File: src/rtl/feedback_bit_decimator.sv
// Counts ones in the feedback bitstream over back-to-back windows of WINDOW
// cycles and offers each window's saturated count on a single-slot valid/ready output.
module feedback_bit_decimator #(
  parameter int WINDOW = 200,
  parameter int CNT_W  = 8,
  parameter int PH_W   = 8
) (
  input  logic             clk,
  input  logic             rstb,
  input  logic             en,
  input  logic             bit_in,
  output logic [CNT_W-1:0] cnt_out,
  output logic             cnt_valid,
  input  logic             cnt_ready,
  output logic             overrun,
  input  logic             clr_overrun,
  output logic             busy
);

  typedef enum logic {
    S_IDLE,
    S_ACCUM
  } state_t;

  state_t           r_state;
  logic [PH_W-1:0]  r_phase;
  logic [CNT_W-1:0] r_acc;
  logic [CNT_W-1:0] r_cnt_out;
  logic             r_cnt_valid;
  logic             r_overrun;
  logic             r_busy;

  logic [CNT_W:0]   w_sum;
  logic [CNT_W-1:0] w_result;
  logic             w_last;
  logic             w_complete;
  logic             w_slot_free;

  // One extra carry bit detects overflow so the count clamps instead of wrapping.
  assign w_sum       = {1'b0, r_acc} + (CNT_W+1)'(bit_in);
  assign w_result    = w_sum[CNT_W] ? {CNT_W{1'b1}} : w_sum[CNT_W-1:0];
  assign w_last      = (r_phase == PH_W'(WINDOW - 1));
  // Dropping en outranks a window finishing in the same cycle.
  assign w_complete  = (r_state == S_ACCUM) && en && w_last;
  assign w_slot_free = !r_cnt_valid || cnt_ready;

  // NOTE: all state here is updated with non-blocking assignments so every
  // register samples the pre-edge values of the others, whatever the statement order.
  always_ff @(posedge clk or negedge rstb) begin
    if (!rstb) begin
      r_state     <= S_IDLE;
      r_phase     <= '0;
      r_acc       <= '0;
      r_cnt_out   <= '0;
      r_cnt_valid <= 1'b0;
      r_overrun   <= 1'b0;
      r_busy      <= 1'b0;
    end else begin
      case (r_state)
        S_IDLE: begin
          if (en) begin
            r_state <= S_ACCUM;
            r_busy  <= 1'b1;
            r_phase <= '0;
            r_acc   <= '0;
          end
        end
        S_ACCUM: begin
          if (!en) begin
            r_state <= S_IDLE;
            r_busy  <= 1'b0;
            r_phase <= '0;
            r_acc   <= '0;
          end else if (w_last) begin
            r_phase <= '0;
            r_acc   <= '0;
          end else begin
            r_phase <= r_phase + PH_W'(1);
            r_acc   <= w_result;
          end
        end
      endcase

      if (w_complete) begin
        if (w_slot_free) begin
          r_cnt_out   <= w_result;
          r_cnt_valid <= 1'b1;
        end
      end else if (r_cnt_valid && cnt_ready) begin
        r_cnt_valid <= 1'b0;
      end

      if (w_complete && !w_slot_free) begin
        r_overrun <= 1'b1;
      end else if (clr_overrun) begin
        r_overrun <= 1'b0;
      end
    end
  end

  assign cnt_out   = r_cnt_out;
  assign cnt_valid = r_cnt_valid;
  assign overrun   = r_overrun;
  assign busy      = r_busy;

endmodule
File: config.mk
export PLATFORM = sky130hd
export DESIGN_NAME = feedback_bit_decimator
export DESIGN_NICKNAME = d
export VERILOG_FILES = /design/src/rtl/feedback_bit_decimator.sv
export SDC_FILE = /design/constraint.sdc
export NUM_CORES = 1
export LEC_CHECK = 0
export ABC_AREA = 0
export CAP_MARGIN = 20
export CORE_MARGIN = 3
export CORE_UTILIZATION = 59
export DETAILED_ROUTE_END_ITERATION = 10
export PLACE_DENSITY = 0.94
export SLEW_MARGIN = 30
export SYNTH_ARGS = -nofsm -noshare
export SYNTH_HDL_FRONTEND = slang
export SYNTH_SLANG_ARGS = --single-unit
File: constraint.sdc
create_clock -name clk -period 2.4 [get_ports clk]
set_input_delay 0.36 -clock clk [delete_from_list [all_inputs] [get_ports clk]]
set_output_delay 0.36 -clock clk [all_outputs]
set_load 0.02 [all_outputs]
==> results_dict.tcl <==
set metrics [dict create \
    status "finished clean" \
    drt_wl_total_um 2910 \
    antenna_found_initial 0 \
    ff2ff_path_depth 6 \
    die_area_um2 3080 \
    diodes 0 \
    synth_edf_count 0 \
    cts_tree "built" \
    synth_common_cells "dfrtp_1 (28), nand2_1 (12), mux2_2 (7), nand3_1 (7), nor2_1 (7)" \
    die_x_um 55.5 \
    slew_headroom_pct 74.6 \
    post-route-util_pct 74.3 \
    rsz0062_at_grt "false" \
    synthArstFlopShare_pct 100 \
    p_leak_nw 0.789 \
    critPathMaxStageDelay_ps 560 \
    syn_area_um2 1450 \
    synth_fp_nets 137 \
    syn_avg_cell_area_um2 11.5 \
    drt_iter0_markers 42 \
    finalHoldViolations 0 \
    skew_ps 10.8 \
    dpl_cell_area_um2 1660 \
    worst_pin_slew_ps 381 \
    cts_buffer_depth 2 \
    timing.max_cap.violations 0 \
    drive_gt1_share_pct 17.0 \
    start_util_pct 63.6 \
    setup_viol 0 \
    synth.distinct_cells 37 \
    finalWeightedCongestion 0.858 \
    cp.depth 7 \
    cts-root-buf "clkbuf_4" \
    yosys.area.top_type "dfrtp_1" \
    clk_transition_reported_paths_ps 150 \
    syn2layout_area_growth_pct 17.0 \
    critPathTopFamily "simple AND/OR/NAND/NOR gates" \
    post_cts_resized 0 \
    yosysMostFrequentCell "dfrtp_1" \
    overflow 0 \
    num_io_pins 17 \
    ys_seq_area_share_pct 48.4 \
    grt_max_degree 29 \
    grt_pass1_wl_um 5070 \
    viasPerCell 5.97 \
    slowest_stage "or3_1" \
    port_buffers 16 \
    synthFlopType "dfrtp_1" \
    p_per_area_nw_per_um2 459 \
    final_cell_area_um2 1690 \
    crit_chain "clkdlybuf4s50_1 -> ha_1 -> ha_1 -> nand3_2 -> or3_1 -> nand2b_1 -> a32o_1" \
    crit_fanout 10 \
    grt_use_total_pct 20.6 \
    synth_top_area_share_pct 48.4 \
    drt_pre_antenna_iters 4 \
    ctsHoldBuffers 0 \
    synth_seq_cells 28 \
    cts_made_buffers 3 \
    start_kind "input pin" \
    synthTopCellsByArea "dfrtp_1 (48%), mux2_2 (5.4%), ha_1 (4.3%)" \
    clock_sinks 28 \
    die_h_um 55.5 \
    path_buf_inv 1 \
    critPathKind "input pin to flip-flop" \
    dp_hpwl_um 1990 \
    arrival_ps 2320 \
    layout.nets 159 \
    core_area_um2 2280 \
    critPathCaptureType "flip-flop" \
    syn_inst 126 \
    via_count 1044 \
    ys_warn_count 0 \
    drtAntennaViolNets 0 \
    rows 17 \
    required_ps 2670 \
    peakVddDrop_uv 377 \
    crit_top_cell "ha_1" \
    period_minus_slack_ps 2050 \
    fmax_mhz 488 \
    slew_viol_final 0 \
    wl_per_cell_um 16.6 \
    fin_crit_sh_pct 85.5 \
    fin_setup_tns_ps 0 \
    r2r_end "r_acc[1]" \
    postCtsSetupBuffers 0 \
    drc_errors 0 \
    grt_pass1_vias 1091 \
    r2r_start "r_acc[0]" \
    clk_latency_ps 330 \
    reg2reg_slack_ps 450 \
    h-tree-depth 1 \
    hold_class "input pin to async pin" \
]
layer usage:
metal  vias to the layer above  wire (um)  track usage [%]
li1                        493          -                -
met1                       509       1350             27.0
met2                        36       1380             32.8
met3                         6        134             3.04
met4                         0         51             10.8
met5                         -          0                0
where the power goes:
part | internal, mW | switching [mW] | total, mW
combinational | 0.0295 | 0.0347 | 0.0643
sequential | 0.479 | 0.00614 | 0.485
clock | 0.0928 | 0.135 | 0.228
flip-flops by register name, summed over array words and instances, names as in the netlist:
| signal | count |
|---|---|
| busy | 1 |
| r_acc | 8 |
| cnt_out | 8 |
| overrun | 1 |
| cnt_valid | 1 |
| r_phase | 8 |
| r_state | 1 |
cell families (layout without fill, tap and decap cells):
| group | Yosys count | after routing | share of synthesized area (%) |
|---|---|---|---|
| AOI/OAI and AO/OA | 20 | 20 | 11.8 |
| DFF | 28 | 28 | 48.4 |
| xor gates and xnor gates | 5 | 5 | 3.03 |
| buffers and inverters | 7 | 28 | 1.90 |
| and+or+nand+nor | 50 | 50 | 22.0 |
| muxes | 11 | 11 | 8.56 |
| adders and majority gates | 5 | 5 | 4.33 |
metrics by stage:
stage	hold slack [ps]	power, mW	std cells	worst slack, ps
final	401	0.777	175	349
after global routing	431	0.810	175	270
after CTS	420	0.783	175	389
after detailed placement	502	0.557	171	105
after global placement	487	0.555	171	205
after floorplan	64.4	0.523	126	768
final cells by class:
class | count | area (um2)
Multi-Input combinational cell | 91 | 718
Sequential cell | 28 | 701
Inverter | 5 | 18.8
Timing Repair Buffer | 19 | 183
Fill cell | 166 | 584
Clock buffer | 4 | 36.3
Tap cell | 28 | 35.0
layout by cell type, fill, tap and decap left out, types with 4 or more instances in the layout:
cell,n
inv_1,5
nand3_1,7
a21o_1,4
nand2b_1,6
nand2_1,12
ha_1,5
clkdlybuf4s50_1,16
a31oi_1,4
o21ai_0,4
nor2_1,7
dfrtp_1,28
mux2_2,7
xor2_1,4
worst max path at each step:
stage / from / end / slack [ps]
floorplan: bit_in / r_acc[1] / 770
global placement: bit_in / r_acc[0] / 200
detailed placement: bit_in / r_acc[0] / 110
CTS: bit_in / r_acc[0] / 390
global route: bit_in / r_acc[0] / 270
finish: bit_in / r_acc[1] / 350
Power figures use the tool's default switching activity.
